===== src/rtl/dot_product_pkg.sv =====
// Shared types and defaults for the dot-product sequencer.
package dot_product_pkg;

  localparam int unsigned DEF_DEPTH = 4;
  localparam int unsigned DEF_LEN_W = 8;
  localparam int unsigned DEF_ACC_W = 32;
  localparam int unsigned PROD_W    = 17;

  typedef enum logic [1:0] {
    StIdle,
    StRun,
    StDrain,
    StDone
  } state_e;

  // A sum of DEPTH byte products needs 16 + clog2(DEPTH) bits; never go below PROD_W.
  function automatic int unsigned sum_w(input int unsigned depth);
    int unsigned w;
    w = 16 + $clog2(depth);
    return (w > PROD_W) ? w : PROD_W;
  endfunction

endpackage


===== src/rtl/dot_product_parallel.sv =====
// Combinational sum of DEPTH unsigned byte-by-byte products.
module dot_product_parallel #(
  parameter int unsigned DEPTH = dot_product_pkg::DEF_DEPTH,
  parameter int unsigned SUM_W = dot_product_pkg::sum_w(DEPTH)
) (
  input  logic [8*DEPTH-1:0] i_a_vec,
  input  logic [8*DEPTH-1:0] i_b_vec,
  output logic [SUM_W-1:0]   o_sum
);

  always_comb begin
    o_sum = '0;
    for (int i = 0; i < DEPTH; i++) begin
      o_sum = o_sum + SUM_W'(i_a_vec[8*i +: 8]) * SUM_W'(i_b_vec[8*i +: 8]);
    end
  end

endmodule


===== src/rtl/dot_product_sequencer.sv =====
// Two-stage chunked dot-product sequencer (product-sum register, then accumulator).
// Define DOT_PRODUCT_SEQ_SAT_EN to saturate the accumulator on overflow instead of wrapping.
module dot_product_sequencer
  import dot_product_pkg::*;
#(
  parameter int unsigned DEPTH = DEF_DEPTH,
  parameter int unsigned LEN_W = DEF_LEN_W,
  parameter int unsigned ACC_W = DEF_ACC_W
) (
  input  logic               clk,
  input  logic               rst_n,
  input  logic               start,
  input  logic [LEN_W-1:0]   len,
  input  logic               in_valid,
  output logic               in_ready,
  input  logic [8*DEPTH-1:0] a_vec,
  input  logic [8*DEPTH-1:0] b_vec,
  output logic               res_valid,
  input  logic               res_ready,
  output logic [ACC_W-1:0]   res,
  output logic               ovf,
  output logic               busy
);

  localparam int unsigned SUM_W = sum_w(DEPTH);

  state_e             r_state;
  state_e             w_state_nxt;
  logic [LEN_W-1:0]   r_rem;
  logic [SUM_W-1:0]   r_p;
  logic               r_p_vld;
  logic [ACC_W-1:0]   r_acc;
  logic               r_ovf;

  logic [SUM_W-1:0]   w_sum;
  logic               w_start;
  logic               w_xfer;
  logic [ACC_W:0]     w_acc_sum;
  logic               w_carry;
  logic [ACC_W-1:0]   w_acc_nxt;

  dot_product_parallel #(
    .DEPTH (DEPTH),
    .SUM_W (SUM_W)
  ) u_parallel (
    .i_a_vec (a_vec),
    .i_b_vec (b_vec),
    .o_sum   (w_sum)
  );

  always_comb begin
    w_start   = (r_state == StIdle) && start;
    in_ready  = (r_state == StRun) && (r_rem != '0);
    w_xfer    = in_valid && in_ready;
    w_acc_sum = {1'b0, r_acc} + (ACC_W + 1)'(r_p);
    w_carry   = w_acc_sum[ACC_W];
`ifdef DOT_PRODUCT_SEQ_SAT_EN
    w_acc_nxt = w_carry ? '1 : w_acc_sum[ACC_W-1:0];
`else
    w_acc_nxt = w_acc_sum[ACC_W-1:0];
`endif
  end

  always_comb begin
    w_state_nxt = r_state;
    unique case (r_state)
      StIdle:  if (start) w_state_nxt = (len == '0) ? StDone : StRun;
      StRun:   if (w_xfer && (r_rem == LEN_W'(1))) w_state_nxt = StDrain;
      // Leave only after the final product has been folded into acc.
      StDrain: if (!r_p_vld) w_state_nxt = StDone;
      StDone:  if (res_ready) w_state_nxt = StIdle;
      default: w_state_nxt = StIdle;
    endcase
  end

  always_ff @(posedge clk or negedge rst_n) begin
    if (!rst_n) begin
      r_state <= StIdle;
    end else begin
      r_state <= w_state_nxt;
    end
  end

  always_ff @(posedge clk or negedge rst_n) begin
    if (!rst_n) begin
      r_rem   <= '0;
      r_p     <= '0;
      r_p_vld <= 1'b0;
      r_acc   <= '0;
      r_ovf   <= 1'b0;
    end else begin
      if (w_start) begin
        r_rem <= len;
        r_acc <= '0;
        r_ovf <= 1'b0;
      end else begin
        if (w_xfer) r_rem <= r_rem - LEN_W'(1);
        if (r_p_vld) begin
          r_acc <= w_acc_nxt;
          if (w_carry) r_ovf <= 1'b1;
        end
      end
      r_p_vld <= w_xfer;
      if (w_xfer) r_p <= w_sum;
    end
  end

  assign res       = r_acc;
  assign ovf       = r_ovf;
  assign res_valid = (r_state == StDone);
  assign busy      = (r_state != StIdle);

endmodule


===== config.mk =====
export PLATFORM = sky130hd
export DESIGN_NAME = dot_product_sequencer
export DESIGN_NICKNAME = d
export VERILOG_FILES = /design/src/rtl/dot_product_pkg.sv /design/src/rtl/dot_product_parallel.sv /design/src/rtl/dot_product_sequencer.sv
export SDC_FILE = /design/constraint.sdc
export NUM_CORES = 1
export LEC_CHECK = 0
export ABC_AREA = 1
export CAP_MARGIN = 5
export CORE_UTILIZATION = 55
export CTS_CLUSTER_SIZE = 16
export DETAILED_ROUTE_END_ITERATION = 8
export PLACE_DENSITY = 0.72
export SLEW_MARGIN = 30
export SYNTH_ARGS = -nofsm -noshare
export SYNTH_HDL_FRONTEND = slang
export SYNTH_SLANG_ARGS = --single-unit

===== constraint.sdc =====
create_clock -name clk -period 2.5 [get_ports clk]
set_input_delay 0.5 -clock clk [delete_from_list [all_inputs] [get_ports clk]]
set_output_delay 0.5 -clock clk [all_outputs]
set_load 0.01 [all_outputs]

After elaboration in Yosys (flattened, before gate mapping)
Cells that the tools add are included.
- muxes and demuxes: 13
- multipliers: 4
- $add $sub $neg: 5
- eq/ne operators: 8
- reduce and logical (&&, ||, !) cells: 13
- operator list (operator ; count):
    multiplier 8 x 8 -> 16 bit ; 4
    two-way mux 32 bit ; 2
    adder 18 x 16 -> 18 bit ; 2
    adder 32 x 18 -> 33 bit ; 1
    adder 16 x 16 -> 17 bit ; 1
    two-way mux 8 bit ; 2
    two-way mux 2 bit ; 5
    == test 8 x 1 -> 1 bit, second input constant ; 1
    logical NOT 8 bit ; 1
    one-hot mux 2 bit (4 select lines) ; 1
    nonzero test 2 bit ; 4
    nonzero test 8 bit ; 1
    subtractor 8 x 1 -> 8 bit, second input constant ; 1
    == test 2 bit, second input constant ; 2
    logical AND 1 bit ; 4
    inequality test 2 x 1 -> 1 bit, second input constant ; 2
    inequality test 2 bit, second input constant ; 2
    AND reduction 4 bit ; 1
    two-way mux 1 bit ; 3
    == test 2 x 1 -> 1 bit, second input constant ; 1
    logical NOT 2 bit ; 1
    AND reduction 2 bit ; 1
- register bits: 62
- logic and storage cells: 49
- output and inout bits: 36
- input bits: 77

Logic depth before layout (Yosys ltp)
- depth in word-level cells: 6
- mapped depth: 39
- depth with buffers taken out: 38

Hierarchy
Synthesis repeated with hierarchy kept, for this count alone.
- cell total of the unflattened synthesis: 1944
- area total of the unflattened synthesis: 14194.9 um^2
- by module, submodules not included (module ; instances ; area an instance (um^2) ; cells each ; seq. area each (um^2)):
    dot_product_parallel ; 1 ; 9848.2 ; 1320 ; 0.0
    dot_product_sequencer ; 1 ; 4346.7 ; 624 ; 1551.5

Least setup slack after synthesis
OpenSTA, ideal clock, no wires.
- path type: in2reg
- start point: in a_vec[5]
- end point: reg r_p[12]
- data required time: 2.383 ns
- setup time: 0.117 ns
- stages on the path: 27
- buffers on the path: 1
- arrival: 7.763 ns
- slack: -5.380 ns
- cell sequence: clkbuf_1 -> nand2_1 -> fa_1 -> fa_1 -> fa_1 -> inv_1 -> fa_1 -> fa_1 -> fa_1 -> ha_1 -> nand2_1 -> inv_1 -> a21oi_1 -> xor2_1 -> fa_1 -> fa_1 -> fa_1 -> fa_1 -> inv_1 -> ha_1 -> a21oi_1 -> nand2_1 -> nand3_1 -> nand2_1 -> or2_2 -> nand3_1 -> nand2_1
- word-level cells in the longest chain between the ends: 4
- RTL lines (what ; RTL line ; text):
    start, declared ; dot_product_sequencer.sv:16 ; input logic [8*DEPTH-1:0] a_vec,
    multiplier 8 x 8 -> 16 bit ; dot_product_parallel.sv:14 ; o_sum = o_sum + SUM_W'(i_a_vec[8*i +: 8]) * SUM_W'(i_b_vec[8*i +: 8]);
    adder 16 x 16 -> 17 bit ; dot_product_parallel.sv:14 ;
    adder 18 x 16 -> 18 bit (2 in a row) ; dot_product_parallel.sv:14 ;
    end signal, assigned ; dot_product_sequencer.sv:104 ; if (w_xfer) r_p <= w_sum;
    end, declared ; dot_product_sequencer.sv:30 ; logic [SUM_W-1:0] r_p;
Every way passes these cells.
A chain may end at the register's enable or synchronous reset.

Worst setup path after layout
- start point: in b_vec[5]
- end point: reg r_p[15]
- word-level cells in the longest chain between the ends: 4
- RTL lines (what ; RTL line ; text):
    start, declared ; dot_product_sequencer.sv:17 ; input logic [8*DEPTH-1:0] b_vec,
    multiplier 8 x 8 -> 16 bit ; dot_product_parallel.sv:14 ;
    adder 16 x 16 -> 17 bit ; dot_product_parallel.sv:14 ;
    adder 18 x 16 -> 18 bit (2 in a row) ; dot_product_parallel.sv:14 ;
Every way passes these cells.

==> flow_metrics.tcl <==
set metrics [dict create \
    status "finished, violations left" \
    violations "setup timing" \
    clock-sinks 62 \
    yosysTopAreaCellShare_pct 30.0 \
    rsz0062_at_grt "true" \
    r2r_cells 13 \
    ys.flop_type "dfrtp_1" \
    end_kind "register" \
    grt-ovfl-total 0 \
    worst_pin_slew_ns 0.708 \
    clock_latency_ns 0.33 \
    drv_cap 0 \
    r2r-start "res[0]" \
    die_w_um 162 \
    critPathSlowestCell "fa_2" \
    syn_area_mm2 0.0141 \
    cpPeakStageDelay_ns 0.56 \
    fillers 1979 \
    drive_gt1_share_pct 20.5 \
    antenna_left 0 \
    route.detailed.drc 0 \
    whs_ns 0.0661 \
    slew_viol_final 0 \
    area_delta_synth_final_pct 28.8 \
    grt_pass1_wl_mm 57.6 \
    yosysMostFrequentCell "nand2_1" \
    crit_fanout 5 \
    grt_pass1_vias 12600 \
    portBuffers 112 \
    clk_pin_slew_ns 0.05 \
    finalCriticalPeriod_ns 7.43 \
    slew_headroom_pct 52.8 \
    synth_seq_cells 62 \
    clock_path_buffers 2 \
    grt_usage_pct 27.3 \
    r2r-end "res[16]" \
    coreArea_mm2 0.0252 \
    required_ns 2.72 \
    vias 12400 \
    hpwl_mm 28.5 \
    io_pins 113 \
    start_util_pct 55.9 \
    hold_viol_final 0 \
    setup_viol 17 \
    synth_edf_count 0 \
    fmax_mhz 135 \
    rows 58 \
    yosysTopAreaCell "fa_1" \
    place_congestion 0.924 \
    syn_avg_cell_area_um2 7.29 \
    die_y_um 162 \
    yosysSeqAreaShare_pct 11.0 \
    synthTopCellsByCount "555 x nand2_1, 536 x inv_1, 211 x fa_1, 160 x ha_1, 74 x nor2_1" \
    finalCritPeriodShare_pct 297 \
    synth-async-reset-ratio_pct 100 \
    timing.final.ws_setup_ns -4.93 \
    wirelength_mm 34.0 \
    diodes 0 \
    synthDistinctLibCells 41 \
    cpMostUsedCell "fa_1" \
    syn_inst 1932 \
    critical_path_class "input pin to register" \
    clock_skew_ns 0.00762 \
    hp-class "input pin to async pin" \
    cts-root-buf "clkbuf_16" \
    ctsHtreeMaxLevel 3 \
    yosys_warnings 0 \
    synth_fp_nets 2380 \
    cts_inserted_buffers 9 \
    dieArea_mm2 0.0262 \
    startpoint_type "input pin" \
    yosys-top-cells-area "fa_1 30%, nand2_1 15%, inv_1 14%, ha_1 14%, dfrtp_1 11%" \
    final_nets 2599 \
    r2r_setup_slack_ns 0.27 \
    cp.arrival_ns 7.65 \
    grt_max_degree 27 \
    routed_via_density 5.00 \
    drt_iter0_markers 700 \
    cts_tree "done" \
    dr.pass1.iters 5 \
    antenna_found_initial 0 \
    post_drt_wl_per_cell_um 13.7 \
]
-- cells by family after synthesis --
family,after synthesis,share of synthesized area [%]
AOI/OAI and AO/OA,115,4.88
xor gates and xnor gates,21,1.31
adders and majority gates,371,44.2
buffers and inverters,611,16.6
DFF,62,11.0
and+or+nand+nor,752,21.9
-- final cells by class --
cell class | instances | area (um2) | area share (%)
clock inverter | 4 | 45.0 | 0.248
timing repair buffer | 282 | 2560 | 14.1
tap | 330 | 413 | 2.28
multi-input combinational | 1259 | 11300 | 62.3
sequential | 62 | 1550 | 8.56
clock buffer | 12 | 256 | 1.41
inverter | 537 | 2020 | 11.1
-- worst max-delay path, delay by kind of cell --
| family | cells | cell delay [ns] |
|---|---|---|
| compound gates | 4 | 0.61 |
| xor+xnor | 1 | 0.11 |
| fa+ha+maj | 12 | 5.38 |
| buf+inv | 7 | 0.43 |
| simple gates | 7 | 0.60 |
-- cells in the final DEF (no fill, tap or decap), types with 6 or more instances in the layout --
| cell type | n |
|---|---|
| nor3_1 | 15 |
| nand3_1 | 52 |
| a21oi_4 | 11 |
| nand4_1 | 11 |
| clkbuf_16 | 9 |
| a21oi_1 | 34 |
| o21ai_1 | 9 |
| nor2_2 | 11 |
| nand2_1 | 513 |
| buf_4 | 141 |
| inv_2 | 46 |
| buf_6 | 42 |
| ha_1 | 119 |
| fa_1 | 202 |
| buf_8 | 6 |
| dfrtp_1 | 62 |
| fa_2 | 9 |
| nand3_2 | 12 |
| nor2_1 | 66 |
| a21oi_2 | 6 |
| o21ai_2 | 11 |
| clkdlybuf4s50_1 | 79 |
| nor4_1 | 6 |
| ha_4 | 38 |
| nand2_4 | 13 |
| o211ai_1 | 6 |
| nand2_2 | 35 |
| o21ai_0 | 17 |
| inv_1 | 490 |
-- layer usage --
layer / track usage, % / vias to the layer above / routed length (um)
met5: 0 / - / 0
met4: 9.43 / 0 / 1050
met3: 2.17 / 71 / 1260
met2: 48.8 / 296 / 17200
met1: 34.6 / 5993 / 14500
li1: - / 6075 / -
-- per-stage QoR --
stage	utilization (%)	setup TNS, ns	instances	worst slack (ns)	area (um2)
after global placement	66.7	-85.79	2455	-5.67	16800
after CTS	70.1	-71.01	2477	-4.90	17700
after detailed placement	66.7	-87.29	2455	-5.79	16800
after floorplan	-	-70.84	1932	-4.87	14600
after global routing	72.0	-73.96	2486	-5.16	18100
final	72.0	-71.00	2486	-4.93	18100
-- worst max-delay path by stage --
stage / startpoint / to / cells past startpoint
after detailed placement: b_vec[6] / r_p[12] / 29
final: b_vec[5] / r_p[15] / 31
after floorplan: a_vec[3] / r_p[12] / 29
after global placement: b_vec[4] / r_p[15] / 33
after CTS: a_vec[2] / r_p[12] / 32
after global routing: a_vec[13] / r_p[15] / 30
-- what timing repair did --
action                                  in CTS  in global routing
endpoints found under the setup margin      17                 17
setup buffers                                6                 11
pin swaps                                  118                107
resized for setup                          274                120
hold buffers                                 0                  0
-- registers in the layout, summed over array words and instances, names as in the netlist --
| signal | flops |
|---|---|
| r_state | 2 |
| res | 32 |
| r_p_vld | 1 |
| ovf | 1 |
| r_p | 18 |
| r_rem | 8 |
Power is left out: the tool's default activity adds up to more than one toggle a clock period on the data nets, which glitch-free logic cannot reach.
